### src/rtl/leaf_rx_port_if.sv
`default_nettype none
// ============================================================================
//  Module      : leaf_rx_port_if
//  Description : Bundle of the BFT-side, user-side and credit-side signals of
//                a leaf receive port.
//                slave  modport : seen by leaf_rx_port
//                master modport : seen by the BFT / user / credit consumer
//  Signals     : din_leaf_bft2interface   BFT packet into the port
//                dout_leaf_interface2user head-of-FIFO payload, vld_/ack_ pair
//                src_leaf / src_port      destination of credit packets
//                dout_credit, credit_vld / credit_ack  credit handshake
//                overflow, seq_err        sticky error flags
//  Revision    : 1.0 - initial release
// ============================================================================
interface leaf_rx_port_if #(
    parameter int PACKET_BITS  = 49,
    parameter int PAYLOAD_BITS = 32
);
    logic [PACKET_BITS-1:0]  din_leaf_bft2interface;
    logic [PAYLOAD_BITS-1:0] dout_leaf_interface2user;
    logic                    vld_interface2user;
    logic                    ack_user2interface;
    logic [4:0]              src_leaf;
    logic [3:0]              src_port;
    logic [PACKET_BITS-1:0]  dout_credit;
    logic                    credit_vld;
    logic                    credit_ack;
    logic                    overflow;
    logic                    seq_err;

    modport slave (
        input  din_leaf_bft2interface,
        input  ack_user2interface,
        input  src_leaf,
        input  src_port,
        input  credit_ack,
        output dout_leaf_interface2user,
        output vld_interface2user,
        output dout_credit,
        output credit_vld,
        output overflow,
        output seq_err
    );

    modport master (
        output din_leaf_bft2interface,
        output ack_user2interface,
        output src_leaf,
        output src_port,
        output credit_ack,
        input  dout_leaf_interface2user,
        input  vld_interface2user,
        input  dout_credit,
        input  credit_vld,
        input  overflow,
        input  seq_err
    );
endinterface
`default_nettype wire

### src/rtl/leaf_rx_port.sv
`default_nettype none
// ============================================================================
//  Module      : leaf_rx_port
//  Description : Receive side of a BFT leaf interface. Packets addressed to
//                PORT_ID are stored in a first-word-fall-through FIFO for the
//                user; every FREESPACE_UPDATE_SIZE consumed words a credit
//                packet is returned to the sender (src_leaf/src_port).
//  Ports       : clk    - sole clock, rising edge
//                reset  - synchronous, active-high
//                bus    - leaf_rx_port_if.slave (packet in, user payload
//                         out, credit packet out, error flags)
//  Option      : LEAF_RX_SEQ_CHECK_EN - when defined, packets whose sequence
//                field differs from the expected value are dropped and flag
//                seq_err; otherwise the sequence field is ignored.
//  Revision    : 1.0 - initial release
// ============================================================================
module leaf_rx_port #(
    parameter int PACKET_BITS           = 49,
    parameter int PAYLOAD_BITS          = 32,
    parameter int NUM_ADDR_BITS         = 7,
    parameter int PORT_ID               = 2,
    parameter int FREESPACE_UPDATE_SIZE = 64
) (
    input  wire logic       clk,
    input  wire logic       reset,
    leaf_rx_port_if.slave   bus
);

    localparam int c_DEPTH    = 1 << NUM_ADDR_BITS;
    localparam int c_VLD_BIT  = PACKET_BITS - 1;
    localparam int c_PORT_MSB = PACKET_BITS - 7;
    localparam int c_SEQ_LSB  = PAYLOAD_BITS;

    localparam logic [3:0]               c_PORT = 4'(PORT_ID);
    localparam logic [NUM_ADDR_BITS:0]   c_FULL = {1'b1, {NUM_ADDR_BITS{1'b0}}};
    localparam logic [NUM_ADDR_BITS:0]   c_FS   = (NUM_ADDR_BITS+1)'(FREESPACE_UPDATE_SIZE);

    typedef enum logic [0:0] {
        IDLE = 1'b0,
        SEND = 1'b1
    } state_t;

    // ------------------------------------------------------------------------
    // Storage and state
    // ------------------------------------------------------------------------
    logic [PAYLOAD_BITS-1:0]  r_mem [c_DEPTH];
    logic [NUM_ADDR_BITS-1:0] r_wr_ptr;
    logic [NUM_ADDR_BITS-1:0] r_rd_ptr;
    logic [NUM_ADDR_BITS:0]   r_count;
    logic [NUM_ADDR_BITS:0]   r_consumed;
    logic                     r_overflow;
    logic                     r_seq_err;
    logic [PACKET_BITS-1:0]   r_credit_pkt;
    state_t                   r_state;
    state_t                   w_state_nxt;

    logic w_accept;
    logic w_seq_ok;
    logic w_seq_bad;
    logic w_full;
    logic w_vld;
    logic w_pop;
    logic w_push;
    logic w_ovf_set;
    logic w_credit_vld;
    logic w_enter_send;
    logic w_credit_done;

    logic [PAYLOAD_BITS-1:0] w_payload;
    logic [3:0]              w_port;

    assign w_payload = bus.din_leaf_bft2interface[PAYLOAD_BITS-1:0];
    assign w_port    = bus.din_leaf_bft2interface[c_PORT_MSB -: 4];
    assign w_accept  = bus.din_leaf_bft2interface[c_VLD_BIT] && (w_port == c_PORT);

`ifdef LEAF_RX_SEQ_CHECK_EN
    logic [NUM_ADDR_BITS-1:0] r_exp_seq;

    assign w_seq_ok  = (bus.din_leaf_bft2interface[c_SEQ_LSB +: NUM_ADDR_BITS] == r_exp_seq);
    assign w_seq_bad = w_accept && !w_seq_ok;

    // Expected sequence advances only for packets that actually land in the
    // FIFO, so a dropped (overflowed) packet can be resent with the same seq.
    always_ff @(posedge clk) begin
        if (reset) begin
            r_exp_seq <= '0;
        end else if (w_push) begin
            r_exp_seq <= r_exp_seq + 1'b1;
        end
    end
`else
    logic [NUM_ADDR_BITS-1:0] w_unused_seq;

    assign w_seq_ok     = 1'b1;
    assign w_seq_bad    = 1'b0;
    assign w_unused_seq = bus.din_leaf_bft2interface[c_SEQ_LSB +: NUM_ADDR_BITS];
`endif

    // Leaf field of incoming packets is not needed by the receiver.
    logic [4:0] w_unused_leaf;
    assign w_unused_leaf = bus.din_leaf_bft2interface[PACKET_BITS-2 -: 5];

    // ------------------------------------------------------------------------
    // FIFO control. A full FIFO still accepts a packet when the head is being
    // popped in the same cycle, since that slot frees up at the same edge.
    // ------------------------------------------------------------------------
    assign w_full    = (r_count == c_FULL);
    assign w_vld     = (r_count != '0);
    assign w_pop     = w_vld && bus.ack_user2interface;
    assign w_push    = w_accept && w_seq_ok && (!w_full || w_pop);
    assign w_ovf_set = w_accept && w_seq_ok && w_full && !w_pop;

    // Memory array is left unreset so it maps onto RAM; the output mux below
    // hides stale contents while the FIFO is empty.
    always_ff @(posedge clk) begin
        if (!reset && w_push) begin
            r_mem[r_wr_ptr] <= w_payload;
        end
    end

    always_ff @(posedge clk) begin
        if (reset) begin
            r_wr_ptr <= '0;
            r_rd_ptr <= '0;
            r_count  <= '0;
        end else begin
            if (w_push) begin
                r_wr_ptr <= r_wr_ptr + 1'b1;
            end
            if (w_pop) begin
                r_rd_ptr <= r_rd_ptr + 1'b1;
            end
            case ({w_push, w_pop})
                2'b10:   r_count <= r_count + 1'b1;
                2'b01:   r_count <= r_count - 1'b1;
                default: r_count <= r_count;
            endcase
        end
    end

    always_ff @(posedge clk) begin
        if (reset) begin
            r_overflow <= 1'b0;
            r_seq_err  <= 1'b0;
        end else begin
            if (w_ovf_set) begin
                r_overflow <= 1'b1;
            end
            if (w_seq_bad) begin
                r_seq_err <= 1'b1;
            end
        end
    end

    // ------------------------------------------------------------------------
    // Credit return. Pops keep counting while a credit is outstanding; on the
    // handshake one credit's worth is subtracted from the running total.
    // ------------------------------------------------------------------------
    assign w_credit_done = (r_state == SEND) && bus.credit_ack;

    always_ff @(posedge clk) begin
        if (reset) begin
            r_consumed <= '0;
        end else if (w_credit_done) begin
            r_consumed <= r_consumed - c_FS + {{NUM_ADDR_BITS{1'b0}}, w_pop};
        end else begin
            r_consumed <= r_consumed + {{NUM_ADDR_BITS{1'b0}}, w_pop};
        end
    end

    always_ff @(posedge clk) begin
        if (reset) begin
            r_state <= IDLE;
        end else begin
            r_state <= w_state_nxt;
        end
    end

    always_comb begin
        w_state_nxt  = r_state;
        w_credit_vld = 1'b0;
        w_enter_send = 1'b0;
        case (r_state)
            IDLE: begin
                if (r_consumed >= c_FS) begin
                    w_state_nxt  = SEND;
                    w_enter_send = 1'b1;
                end
            end
            SEND: begin
                w_credit_vld = 1'b1;
                if (bus.credit_ack) begin
                    w_state_nxt = IDLE;
                end
            end
            default: w_state_nxt = IDLE;
        endcase
    end

    // Credit packet is captured once on entry to SEND so it stays stable even
    // if src_leaf/src_port move while waiting for credit_ack.
    always_ff @(posedge clk) begin
        if (reset) begin
            r_credit_pkt <= '0;
        end else if (w_enter_send) begin
            r_credit_pkt <= {1'b1, bus.src_leaf, bus.src_port,
                             {NUM_ADDR_BITS{1'b0}},
                             PAYLOAD_BITS'(FREESPACE_UPDATE_SIZE)};
        end
    end

    // ------------------------------------------------------------------------
    // Outputs
    // ------------------------------------------------------------------------
    assign bus.vld_interface2user       = w_vld;
    assign bus.dout_leaf_interface2user = w_vld ? r_mem[r_rd_ptr] : '0;
    assign bus.credit_vld               = w_credit_vld;
    assign bus.dout_credit              = w_credit_vld ? r_credit_pkt : '0;
    assign bus.overflow                 = r_overflow;
`ifdef LEAF_RX_SEQ_CHECK_EN
    assign bus.seq_err                  = r_seq_err;
`else
    assign bus.seq_err                  = 1'b0;
    logic w_unused_seq_err;
    assign w_unused_seq_err = r_seq_err;
`endif

endmodule
`default_nettype wire

### src/flat_wrapper.sv
// flat-port wrapper written by rule: the top's interface ports become plain ports
module leaf_rx_port_flat 
#(
    parameter int PACKET_BITS           = 49,
    parameter int PAYLOAD_BITS          = 32,
    parameter int NUM_ADDR_BITS         = 7,
    parameter int PORT_ID               = 2,
    parameter int FREESPACE_UPDATE_SIZE = 64
)
  (clk, reset, bus_din_leaf_bft2interface, bus_ack_user2interface, bus_src_leaf, bus_src_port, bus_credit_ack, bus_dout_leaf_interface2user, bus_vld_interface2user, bus_dout_credit, bus_credit_vld, bus_overflow, bus_seq_err);
  leaf_rx_port_if #(.PACKET_BITS(PACKET_BITS), .PAYLOAD_BITS(PAYLOAD_BITS)) bus_i ();
  input  wire logic clk;
  input  wire logic reset;
  input wire logic [$bits(bus_i.din_leaf_bft2interface)-1:0] bus_din_leaf_bft2interface;
  input wire logic [$bits(bus_i.ack_user2interface)-1:0] bus_ack_user2interface;
  input wire logic [$bits(bus_i.src_leaf)-1:0] bus_src_leaf;
  input wire logic [$bits(bus_i.src_port)-1:0] bus_src_port;
  input wire logic [$bits(bus_i.credit_ack)-1:0] bus_credit_ack;
  output wire logic [$bits(bus_i.dout_leaf_interface2user)-1:0] bus_dout_leaf_interface2user;
  output wire logic [$bits(bus_i.vld_interface2user)-1:0] bus_vld_interface2user;
  output wire logic [$bits(bus_i.dout_credit)-1:0] bus_dout_credit;
  output wire logic [$bits(bus_i.credit_vld)-1:0] bus_credit_vld;
  output wire logic [$bits(bus_i.overflow)-1:0] bus_overflow;
  output wire logic [$bits(bus_i.seq_err)-1:0] bus_seq_err;
  assign bus_i.din_leaf_bft2interface = bus_din_leaf_bft2interface;
  assign bus_i.ack_user2interface = bus_ack_user2interface;
  assign bus_i.src_leaf = bus_src_leaf;
  assign bus_i.src_port = bus_src_port;
  assign bus_i.credit_ack = bus_credit_ack;
  assign bus_dout_leaf_interface2user = bus_i.dout_leaf_interface2user;
  assign bus_vld_interface2user = bus_i.vld_interface2user;
  assign bus_dout_credit = bus_i.dout_credit;
  assign bus_credit_vld = bus_i.credit_vld;
  assign bus_overflow = bus_i.overflow;
  assign bus_seq_err = bus_i.seq_err;
  leaf_rx_port #(.PACKET_BITS(PACKET_BITS), .PAYLOAD_BITS(PAYLOAD_BITS), .NUM_ADDR_BITS(NUM_ADDR_BITS), .PORT_ID(PORT_ID), .FREESPACE_UPDATE_SIZE(FREESPACE_UPDATE_SIZE)) u_core (.clk(clk), .reset(reset), .bus(bus_i));
endmodule
### config.mk
export PLATFORM = sky130hd
export DESIGN_NAME = leaf_rx_port_flat
export DESIGN_NICKNAME = d
export VERILOG_FILES = /design/src/rtl/leaf_rx_port_if.sv /design/src/rtl/leaf_rx_port.sv /design/src/flat_wrapper.sv
export SDC_FILE = /design/constraint.sdc
export NUM_CORES = 2
export LEC_CHECK = 0
export ABC_CLOCK_PERIOD_IN_PS = 3210
export CAP_MARGIN = 20
export CORE_MARGIN = 5
export CORE_UTILIZATION = 30
export CTS_CLUSTER_SIZE = 16
export DETAILED_ROUTE_END_ITERATION = 12
export PLACE_DENSITY = 0.46
export RECOVER_POWER = 100
export SETUP_SLACK_MARGIN = 0.3
export SYNTH_ARGS = -nofsm -noshare
export SYNTH_HDL_FRONTEND = slang
export SYNTH_SLANG_ARGS = --single-unit
### constraint.sdc
create_clock -name clk -period 3.21 [get_ports clk]
set_input_delay 0.321 -clock clk [delete_from_list [all_inputs] [get_ports clk]]
set_output_delay 0.321 -clock clk [all_outputs]
set_load 0.01 [all_outputs]
==> parameters.txt <==
Parameter                              Value

Outcome
  Outcome ... complete, but fails checks
  Violations in the final reports ... max-capacitance violations, max-slew violations, negative setup slack

Worst setup path
  Bufs and invs on worst path ... 8
  Worst endpoint required time ... between 2 and 3 ns
  Depth of the worst register-to-register path ... 13
  Worst setup path end ... bus_dout_leaf_interface2user[18]
  Worst reg2reg path startpoint ... u_core.r_count[4]
  Crit path kind ... reg -> out
  Reg-to-reg endpoint ... u_core.r_count[7]
  Crit-path max FO ... 6
  Cell class contributing the biggest share of worst-path delay ... buffers and inverters
  Delay of the slowest cell on the worst path ... 0.49 ns
  Cells traversed along the worst timing path ... buf_12 > buf_12 > buf_12 > buf_16 > buf_16 > buf_8 > mux4_2 > nand2_4 > a31oi_4 > nand4_1 > buf_6 > nand2_4 > buf_6
  Reg2Reg Setup Slack ... -0.70 ns
  Critical Path Stages ... 13
  Crit path max-delay cell type ... sky130_fd_sc_hd__nand4_1
  CP startpoint kind ... flip-flop
  Type of element capturing the critical path ... output port
  Library cell appearing most often on the critical path ... sky130_fd_sc_hd__buf_12
  Arrival time of the worst setup path ... between 4 and 5 ns

Clock tree
  Worst skew pair latency ... approximately 1.0 ns
  CTS Sinks ... 4145
  Clock buffer depth ... 4
  CTS tree ... yes
  Root Buffer Master ... sky130_fd_sc_hd__clkbuf_16
  Num CTS Buffers ... approximately 430
  H-tree level count ... 5
  CTS clock-pin slew for the worst setup and hold paths ... 0.06 ns

Placed design
  Quantity of I/O buffers inserted on ports ... between 90 and 100
  Post-Place Setup Slack ... -1.71 ns
  DP Area ... between 150000 and 200000 um^2
  Half-perimeter wire length after placement ... between 300000 and 400000 um
  GP Congestion ... 0.808

Timing
  Worst-case hold slack ... about 0.33 ns
  Final Skew ... between 0.08 and 0.09 ns
  Final max-slew violation count ... between 2k and 2.5k
  FMAX ... between 0.2 and 0.25 GHz
  Hold Violations, Final ... 0
  Slew at the pin closest to its max-slew limit ... about 3.0 ns
  Worst path setup slack after routing ... -1.13 ns
  Worst-case headroom to the max-slew limit ... -0.978
  Setup repair after global routing missed its margin ... yes
  Final min period ... roughly 4.3 ns
  Final Setup Violations ... around 410
  Post-route clock period utilization ... 1.35

Yosys
  Number of distinct library cell variants in the gate-level netlist after synthesis ... 54
  Number of synthesized flops with an enable pin ... 4096
  Top cells by count, synth ... 4096 x sky130_fd_sc_hd__edfxtp_1, 803 x sky130_fd_sc_hd__mux4_2, 511 x sky130_fd_sc_hd__mux2i_1, 211 x sky130_fd_sc_hd__clkbuf_1, 167 x sky130_fd_sc_hd__nor2_1
  Fraction of the yosys area taken by sequential cells ... 0.783
  Library cell occupying the most area in the post-synthesis netlist ... sky130_fd_sc_hd__edfxtp_1
  Leading cell types by total area after synthesis ... sky130_fd_sc_hd__edfxtp_1 78%, sky130_fd_sc_hd__mux4_2 11%, sky130_fd_sc_hd__mux2i_1 3.2%, sky130_fd_sc_hd__dfxtp_1 0.62%, sky130_fd_sc_hd__a211oi_1 0.61%
  Area fraction of the dominant cell type after synthesis ... 0.777
  Total number of yosys warnings ... 0
  Cell count after synthesis ... around 7.3k
  Dominant cell by count in the synthesized netlist ... sky130_fd_sc_hd__edfxtp_1
  Predominant post-synthesis flop cell ... sky130_fd_sc_hd__edfxtp_1
  Mean instance size in the synthesized netlist ... around 22 um^2
  Syn Std Cell Area ... about 160000 um^2
  Share of flip-flops with an asynchronous set or reset ... 0
  FF+latch count, synth ... just over 4k

Pwr
  Total Power Consumption ... around 140 mW
  Internal Pwr Total ... around 100 mW
  Clk pwr share ... 0.375
  Sequential cell fraction of total power ... 0.441
  Proportion of total power due to net switching ... 0.250
  Net switching power of the design ... roughly 34 mW
  Maximum resistive drop on vdd ... 0.488 mV
  Power density normalized to cell area ... between 600 and 700 nW/um^2
  Power share of the combinational group ... 0.185
  Leakage Power ... 61.2 nW

Final layout
  Post-layout instance area ... around 200000 um^2
  Area used by sequential logic in the layout ... 124000 um^2
  Area of combinational cells with multiple inputs ... 34300 um^2
  Synthesis-to-finish area growth ... 24.3%
  Ratio of cells with drive above 1 in the final layout ... 0.355
  Filler Cells Inserted ... 47.9k
  Number of nets in the finished design ... between 8k and 9k

Floorplanning
  Num rows ... 266
  Floorplan die area ... between 500000 and 600000 um^2
  Core region area ... ~530000 um^2
  Initial standard-cell utilization of the core ... 0.301
  Die Span X ... between 700 and 800 um
  Top-Level Pins ... 147
  Die Height ... 736 um

Run
  Number of maximum-capacitance violations ... 36

Drt
  Routed WL ... 504000 um
  Number of violations reported at the end of detailed-routing iteration 0 ... 9155
  Vias/cell ... a little over 5
  Remaining design rule violation count ... 0
  Number of search-and-repair iterations in the first detailed-routing pass ... 5
  Remaining number of nets flagged by the antenna check after routing ... 0
  Average wire length per cell after detail routing ... roughly 31 um
  Total vias in the final route ... about 82k

Global routing
  Via count of the first global-routing pass ... ~83k
  Total congestion overflow after global routing ... 0
  Maximum number of pins on one net before global-route repair ... between 100 and 150
  Global-route wire length before repair ... around 690000 um
  Initial antenna violation count ... 53
  Combined global-route utilization of all metal layers ... 0.181

Min path
  Path type of the worst min-delay path ... in -> reg
## worst reg2reg max path, delay by kind of cell, from the launching register on
kind | cells | cell delay (ns)
buf+inv | 3 | 0.74
fa+ha+maj | 1 | 0.47
simple gates | 4 | 1.21
flops | 1 | 0.37
compound gates | 5 | 1.01
## kinds of logic (layout without fill, tap and decap cells)
| logic type | after synthesis | after routing | synth area share |
|---|---|---|---|
| flip-flops | 4145 | 4145 | 0.783 |
| multiplexers | 1376 | 1376 | 0.151 |
| AO/OA/AOI/OAI | 799 | 799 | 0.0346 |
| AND/OR/NAND/NOR | 473 | 473 | 0.0139 |
| buffers and inverters | 469 | 2336 | 0.0149 |
| XOR/XNOR | 22 | 22 | 0.00122 |
| adder cells (fa/ha/maj) | 11 | 11 | 0.000917 |
| other | 1 | 51 | 0.0000237 |
## stage by stage
step | setup TNS [ns] | instances | util
floorplan | -248.35 | 7334 | -
global placement | -31.83 | 15100 | 0.342
detailed placement | -41.00 | 15100 | 0.342
CTS | -35.39 | 16100 | 0.379
global route | -164.75 | 16200 | 0.374
finish | -71.24 | 16200 | 0.374
## power by group through the flow
stage / logic (mW) / clock network, mW / registers (mW)
3_3_place_gp: 20.7 / 0 / 60.7
6_report: 25.0 / 50.7 / 59.7
3_5_place_dp: 20.8 / 0 / 60.8
5_1_grt: 26.3 / 54.1 / 59.7
4_1_cts: 24.9 / 51.9 / 59.6
2_1_floorplan: 12.0 / 0 / 60.7
## worst min path at each step
stage	from	endpoint	cells after the start
4_1_cts	bus_din_leaf_bft2interface[26]	u_core.r_mem[66][26]	2
3_3_place_gp	u_core.r_credit_pkt[42]	u_core.r_credit_pkt[42]	2
5_1_grt	bus_din_leaf_bft2interface[26]	u_core.r_mem[18][26]	2
2_1_floorplan	bus_din_leaf_bft2interface[0]	u_core.r_mem[0][0]	0
3_5_place_dp	u_core.r_credit_pkt[42]	u_core.r_credit_pkt[42]	2
6_report	bus_din_leaf_bft2interface[26]	u_core.r_mem[67][26]	2
## layout make-up
type | count | share of cell area
Antenna cell | 12 | 0.000153
Clock buffer | 520 | 0.0577
Clock inverter | 290 | 0.0150
Inverter | 5 | 0.000102
Multi-Input combinational cell | 2720 | 0.175
Sequential cell | 4145 | 0.631
Tap cell | 6968 | 0.0443
Timing Repair Buffer | 1521 | 0.0777
## flip-flops by register name, summed over array words and instances (netlist names), named ones only
signal / count
u_core.bus.overflow: 1
u_core.r_rd_ptr: 7
u_core.r_consumed: 8
u_core.r_mem: 4096
u_core.r_wr_ptr: 7
u_core.r_credit_pkt: 10
u_core.r_state: 1
u_core.r_count: 8
## layout by cell type (no fill, tap or decap), drive strengths merged, types with 24 or more instances in the layout
| cell | Yosys | routed |
|---|---|---|
| bufinv | 0 | 51 |
| nand3 | 25 | 25 |
| mux4 | 803 | 803 |
| o221ai | 97 | 97 |
| mux2 | 62 | 62 |
| a221oi | 62 | 62 |
| a211oi | 129 | 129 |
| a22oi | 96 | 96 |
| o22ai | 95 | 95 |
| clkinvlp | 0 | 24 |
| nand2 | 144 | 144 |
| nand4 | 73 | 73 |
| buf | 253 | 1183 |
| o21ai | 131 | 131 |
| a22o | 32 | 32 |
| clkinv | 0 | 204 |
| mux2i | 511 | 511 |
| dlygate4sd3 | 0 | 52 |
| a21oi | 119 | 119 |
| nor2 | 168 | 168 |
| a31oi | 32 | 32 |
| dfxtp | 49 | 49 |
| conb | 1 | 39 |
| edfxtp | 4096 | 4096 |
| clkbuf | 211 | 765 |
## layer usage
| metal | GRT usage | part of all wire | wire length (um) | vias up |
|---|---|---|---|---|
| met5 | 0 | 0.00011 | 54 | - |
| li1 | - | - | - | 34000 |
| met2 | 0.301 | 0.48 | 244000 | 2683 |
| met4 | 0.0491 | 0.033 | 16500 | 8 |
| met1 | 0.251 | 0.43 | 215000 | 44700 |
| met3 | 0.0242 | 0.057 | 28800 | 651 |
## repair_timing
| action | 4_1_cts | 5_1_grt |
|---|---|---|
| setup endpoints to repair | 36 | 69 |
| pin swaps | 121 | 68 |
| hold endpoints to repair | 1724 | 44 |
| resized for setup | 631 | 109 |
| setup buffers | 126 | 57 |
| cloned | 36 | 2 |
| hold buffers | 43 | 1 |
(Power assumes the default switching activity.)
